**src/rtl/seq_detector_1011.sv**
```systemverilog
// Serial 1011 pattern detector (Moore, overlapping) with a saturating
// detection counter. Consumes one bit of D on every clock edge where en=1.
// The state code is exported so waveforms show the FSM progress directly.
module seq_detector_1011 #(
    parameter int unsigned CNT_W = 4
) (
    input  logic             clk,
    input  logic             clear,
    input  logic             en,
    input  logic             D,
    output logic             match,
    output logic [CNT_W-1:0] count,
    output logic [2:0]       state
);

    // Each state names the longest pattern prefix seen so far.
    typedef enum logic [2:0] {
        S0 = 3'd0,  // nothing useful
        S1 = 3'd1,  // "1"
        S2 = 3'd2,  // "10"
        S3 = 3'd3,  // "101"
        S4 = 3'd4   // "1011" -- match
    } state_t;

    localparam logic [CNT_W-1:0] CNT_MAX = {CNT_W{1'b1}};

    // Kept as a raw 3-bit vector so the unused codes 5-7 are representable
    // and recoverable rather than hidden behind the enum type.
    logic [2:0]       state_q;
    state_t           state_d;
    logic [CNT_W-1:0] count_q;
    logic [CNT_W-1:0] count_d;
    logic             hit;

    // Next-state logic; illegal codes fall back to S0 even when en=0.
    always_comb begin
        state_d = state_t'(state_q);
        hit     = 1'b0;
        case (state_q)
            S0: if (en) state_d = D ? S1 : S0;
            S1: if (en) state_d = D ? S1 : S2;
            S2: if (en) state_d = D ? S3 : S0;
            S3: if (en) begin
                    state_d = D ? S4 : S2;
                    hit     = D;
                end
            S4: if (en) state_d = D ? S1 : S2;  // overlap: reuse "1" / "10"
            default: state_d = S0;
        endcase
    end

    // Detection counter: credit only the S3->S4 edge, stop at all-ones.
    always_comb begin
        count_d = count_q;
        if (hit && (count_q != CNT_MAX))
            count_d = count_q + CNT_W'(1);
    end

    // State and counter registers; clear wipes any partial prefix and the tally.
    always_ff @(posedge clk or negedge clear) begin
        if (!clear) begin
            state_q <= S0;
            count_q <= '0;
        end else begin
            state_q <= state_d;
            count_q <= count_d;
        end
    end

    // Moore outputs straight from the registers; no path from D or en.
    assign match = (state_q == S4);
    assign count = count_q;
    assign state = state_q;

    // The tally must never go backwards while out of reset.
    a_count_monotonic: assert property (
        @(posedge clk) disable iff (!clear) 1'b1 |=> count_q >= $past(count_q)
    );

endmodule

```
**config.mk**
```make
export PLATFORM = sky130hd
export DESIGN_NAME = seq_detector_1011
export DESIGN_NICKNAME = d
export VERILOG_FILES = /design/src/rtl/seq_detector_1011.sv
export SDC_FILE = /design/constraint.sdc
export NUM_CORES = 1
export LEC_CHECK = 0
export BUFFER_PORTS_ARGS = -buffer_cell sky130_fd_sc_hd__buf_2
export CAP_MARGIN = 20
export CORE_AREA = 2 2 39 41
export CTS_CLUSTER_DIAMETER = 120
export DETAILED_ROUTE_END_ITERATION = 16
export DIE_AREA = 0 0 41 43
export PLACE_DENSITY_LB_ADDON = 0.05
export SLEW_MARGIN = 10
export SYNTH_ARGS = -nofsm -noshare
export SYNTH_HDL_FRONTEND = slang
export SYNTH_SLANG_ARGS = --single-unit
```
**constraint.sdc**
```tcl
create_clock -name clk -period 1.6 [get_ports clk]
set_input_delay 0.16 -clock clk [delete_from_list [all_inputs] [get_ports clk]]
set_output_delay 0.16 -clock clk [all_outputs]
set_load 0.01 [all_outputs]
```
==> results.yml <==
critical_path:
  endpoint: "count[1]$_DFFE_PN0P_"
  ff2ff_path_depth: 3
  critPathTopFamily: "flip-flops"
  path_cells: "ha_1 -> a311oi_4 -> mux2_4"
  crit_type: "reg2reg"
  arrival_ns: 1.62
  reg2reg_slack_ns: 0.11
  crit_fanout: 4
  required_ns: 1.73
  crit_buf_inv: 0
  timing.rr.start: "count[0]$_DFFE_PN0P_"
  setup.worst_path.start: "count[0]$_DFFE_PN0P_"
  critPathSlowestCell: "dfrtp_1"
  r2r_end: "count[1]$_DFFE_PN0P_"
  crit_path_end_kind: "flop"
  cp.depth: 3
  cpPeakStageDelay_ns: 0.41
  start_kind: "flop"
logic_synthesis:
  postSynthAreaPerCell_um2: 11.96
  syn_area_um2: 406.6
  syn_nets: 39
  synth_cell_type_count: 22
  postSynthCellCount: 34
  ys_ff_latch: 7
  ys_seq_area_share_pct: 43.08
  synth_warnings: 0
detailed_routing:
  vias: 339
  top_layer: "met4"
  drtIter0Drc: 7
  wire_per_inst_um: 13.50
  drc: 0
  wl_met2_um: 444
  wl_met3_um: 55
  wl_met1_um: 382
  vias_per_cell: 5.136
  antenna_left: 0
  drt_wl_total_um: 891
  first_pass_iters: 2
final_layout:
  filler_cell_count: 144
  area_growth_pct: 27.38
  antennaDiodeCount: 0
  fin_cells: 66
  drive_gt1_share_pct: 42.00
  fin_nets: 56
  finish.utilization_pct: 37.43
grt:
  grt_pass1_vias: 341
  grt_antenna_before_repair: 0
  grt_max_degree: 9
  gr-usage-all-layers_pct: 13.13
  overflow: 0
  grt_pass1_wl_um: 1504
sta:
  tightest_slew_ns: 0.2959
  fin_crit_sh_pct: 93.09
  final.min_clock_period_ns: 1.490
  finalSetupViolations: 0
  rsz0062_at_grt: "false"
  tns_ns: 0
  fmax_mhz: 671.4
  maxSlewHeadroom_pct: 80.27
  fin_skew_ns: 0.003238
  report.final.slew_viol_count: 0
  holdWs_ns: 0.2733
  final_hold_viol_count: 0
clock_network:
  clk_pin_slew_worst_paths_ns: 0.05
  cts_root_buffer: "clkbuf_4"
  cts-resized-gates: 0
  hold_buffers: 1
  insertion_delay_ns: 0.25
  postCtsSetupBuffers: 0
  cts_htree_levels: 1
  cts_buffers: 3
  cts_sinks: 7
  cts_tree: "yes"
  cts_max_path_buffers: 2
die:
  io-pin-count: 12
  fp.dieH_um: 43
  core-area_um2: 1384
  chipWidth_um: 41
  dieArea_um2: 1763
  rows: 14
  initial_utilization_pct: 29.39
placed_design:
  placedCellCount: 61
  globalplace.congestion: 0.6737
  io_buffers: 11
  hpwlAfterDp_um: 675.1
power:
  p_per_area_nw_per_um2: 1627
  p_leak_nw: 0.2422
  vdd_drop_max_uv: 624.7
outcome:
  status: "finished clean"
run:
  max_cap_violations: 0
hold_path:
  min_path_type: "in2async"
layer usage:
metal  vias up  global-route usage, %
li1        167                      -
met1       162                  15.74
met2         8                  20.00
met3         2                  3.141
met4         0                  8.000
met5         -                      0
synth_stat cells, drive strengths merged:
| library cell | instances | area share, % |
|---|---|---|
| a21boi | 1 | 1.8 |
| a21oi | 2 | 2.5 |
| a311o | 1 | 2.5 |
| a311oi | 1 | 6.5 |
| a31oi | 1 | 1.5 |
| and3b | 1 | 2.5 |
| and4bb | 1 | 3.1 |
| dfrtp | 7 | 43 |
| ha | 1 | 3.1 |
| inv | 2 | 1.8 |
| mux2 | 2 | 6.5 |
| nand2 | 1 | 1.5 |
| nand2b | 2 | 3.1 |
| nand3 | 2 | 2.5 |
| nand3b | 1 | 4.9 |
| nor3 | 3 | 3.7 |
| o21bai | 1 | 1.8 |
| o22ai | 1 | 1.5 |
| o2bb2ai | 1 | 2.2 |
| o31ai | 1 | 1.8 |
| xor2 | 1 | 2.2 |
how the worst min path moves through the flow:
stage               start              endpoint  cells past startpoint
floorplan           clear  count[0]$_DFFE_PN0P_                      0
global placement    clear  state[1]$_DFFE_PN0P_                      1
detailed placement  clear  state[1]$_DFFE_PN0P_                      1
CTS                 clear  state[1]$_DFFE_PN0P_                      2
global route        clear  state[1]$_DFFE_PN0P_                      2
finish              clear  state[1]$_DFFE_PN0P_                      2
through the flow:
| stage | area [µm²] | power, mW | worst slack, ns |
|---|---|---|---|
| global route | 518.0 | 0.9152 | 0.06044 |
| floorplan | 406.6 | 0.5591 | 0.1406 |
| global placement | 481.7 | 0.6741 | 0.1621 |
| finish | 518.0 | 0.8426 | 0.1105 |
| CTS | 518.0 | 0.8606 | 0.1006 |
| detailed placement | 481.7 | 0.6905 | 0.1001 |
kinds of logic (layout without fill, tap and decap cells):
| logic type | Yosys count | count (layout) | share of synthesized area, % |
|---|---|---|---|
| xor+xnor | 1 | 1 | 2.154 |
| compound gates | 10 | 10 | 22.16 |
| flops | 7 | 7 | 43.08 |
| fa+ha+maj | 1 | 1 | 3.076 |
| mux | 2 | 2 | 6.460 |
| buf+inv | 2 | 18 | 1.847 |
| simple gates | 11 | 11 | 21.23 |
state kept, by name, indices dropped and copies added, names as in the netlist:
signal / count
state: 3
count: 4
cell usage in the layout (no fill, tap or decap), types with 2 or more instances in the layout:
master    instances
nand2b_1          2
nor3_1            3
dfrtp_1           7
inv_1             2
buf_2            11
a21oi_1           2
clkbuf_4          3
nand3_1           2
final cells by class:
type | count | area (µm²) | share of cell area, %
clock buffer | 4 | 26.28 | 5.072
multi-input combinational | 25 | 224.0 | 43.24
timing repair buffer | 12 | 65.06 | 12.56
sequential | 7 | 175.2 | 33.82
inverter | 2 | 7.507 | 1.449
tap | 16 | 20.02 | 3.865
power by group:
part / switching, mW / internal, mW
clock network: 0.0624 / 0.0950
registers: 0.120 / 0.244
logic: 0.153 / 0.169
total: 0.335 / 0.508
No activity file was read; power rests on OpenSTA's default activity.
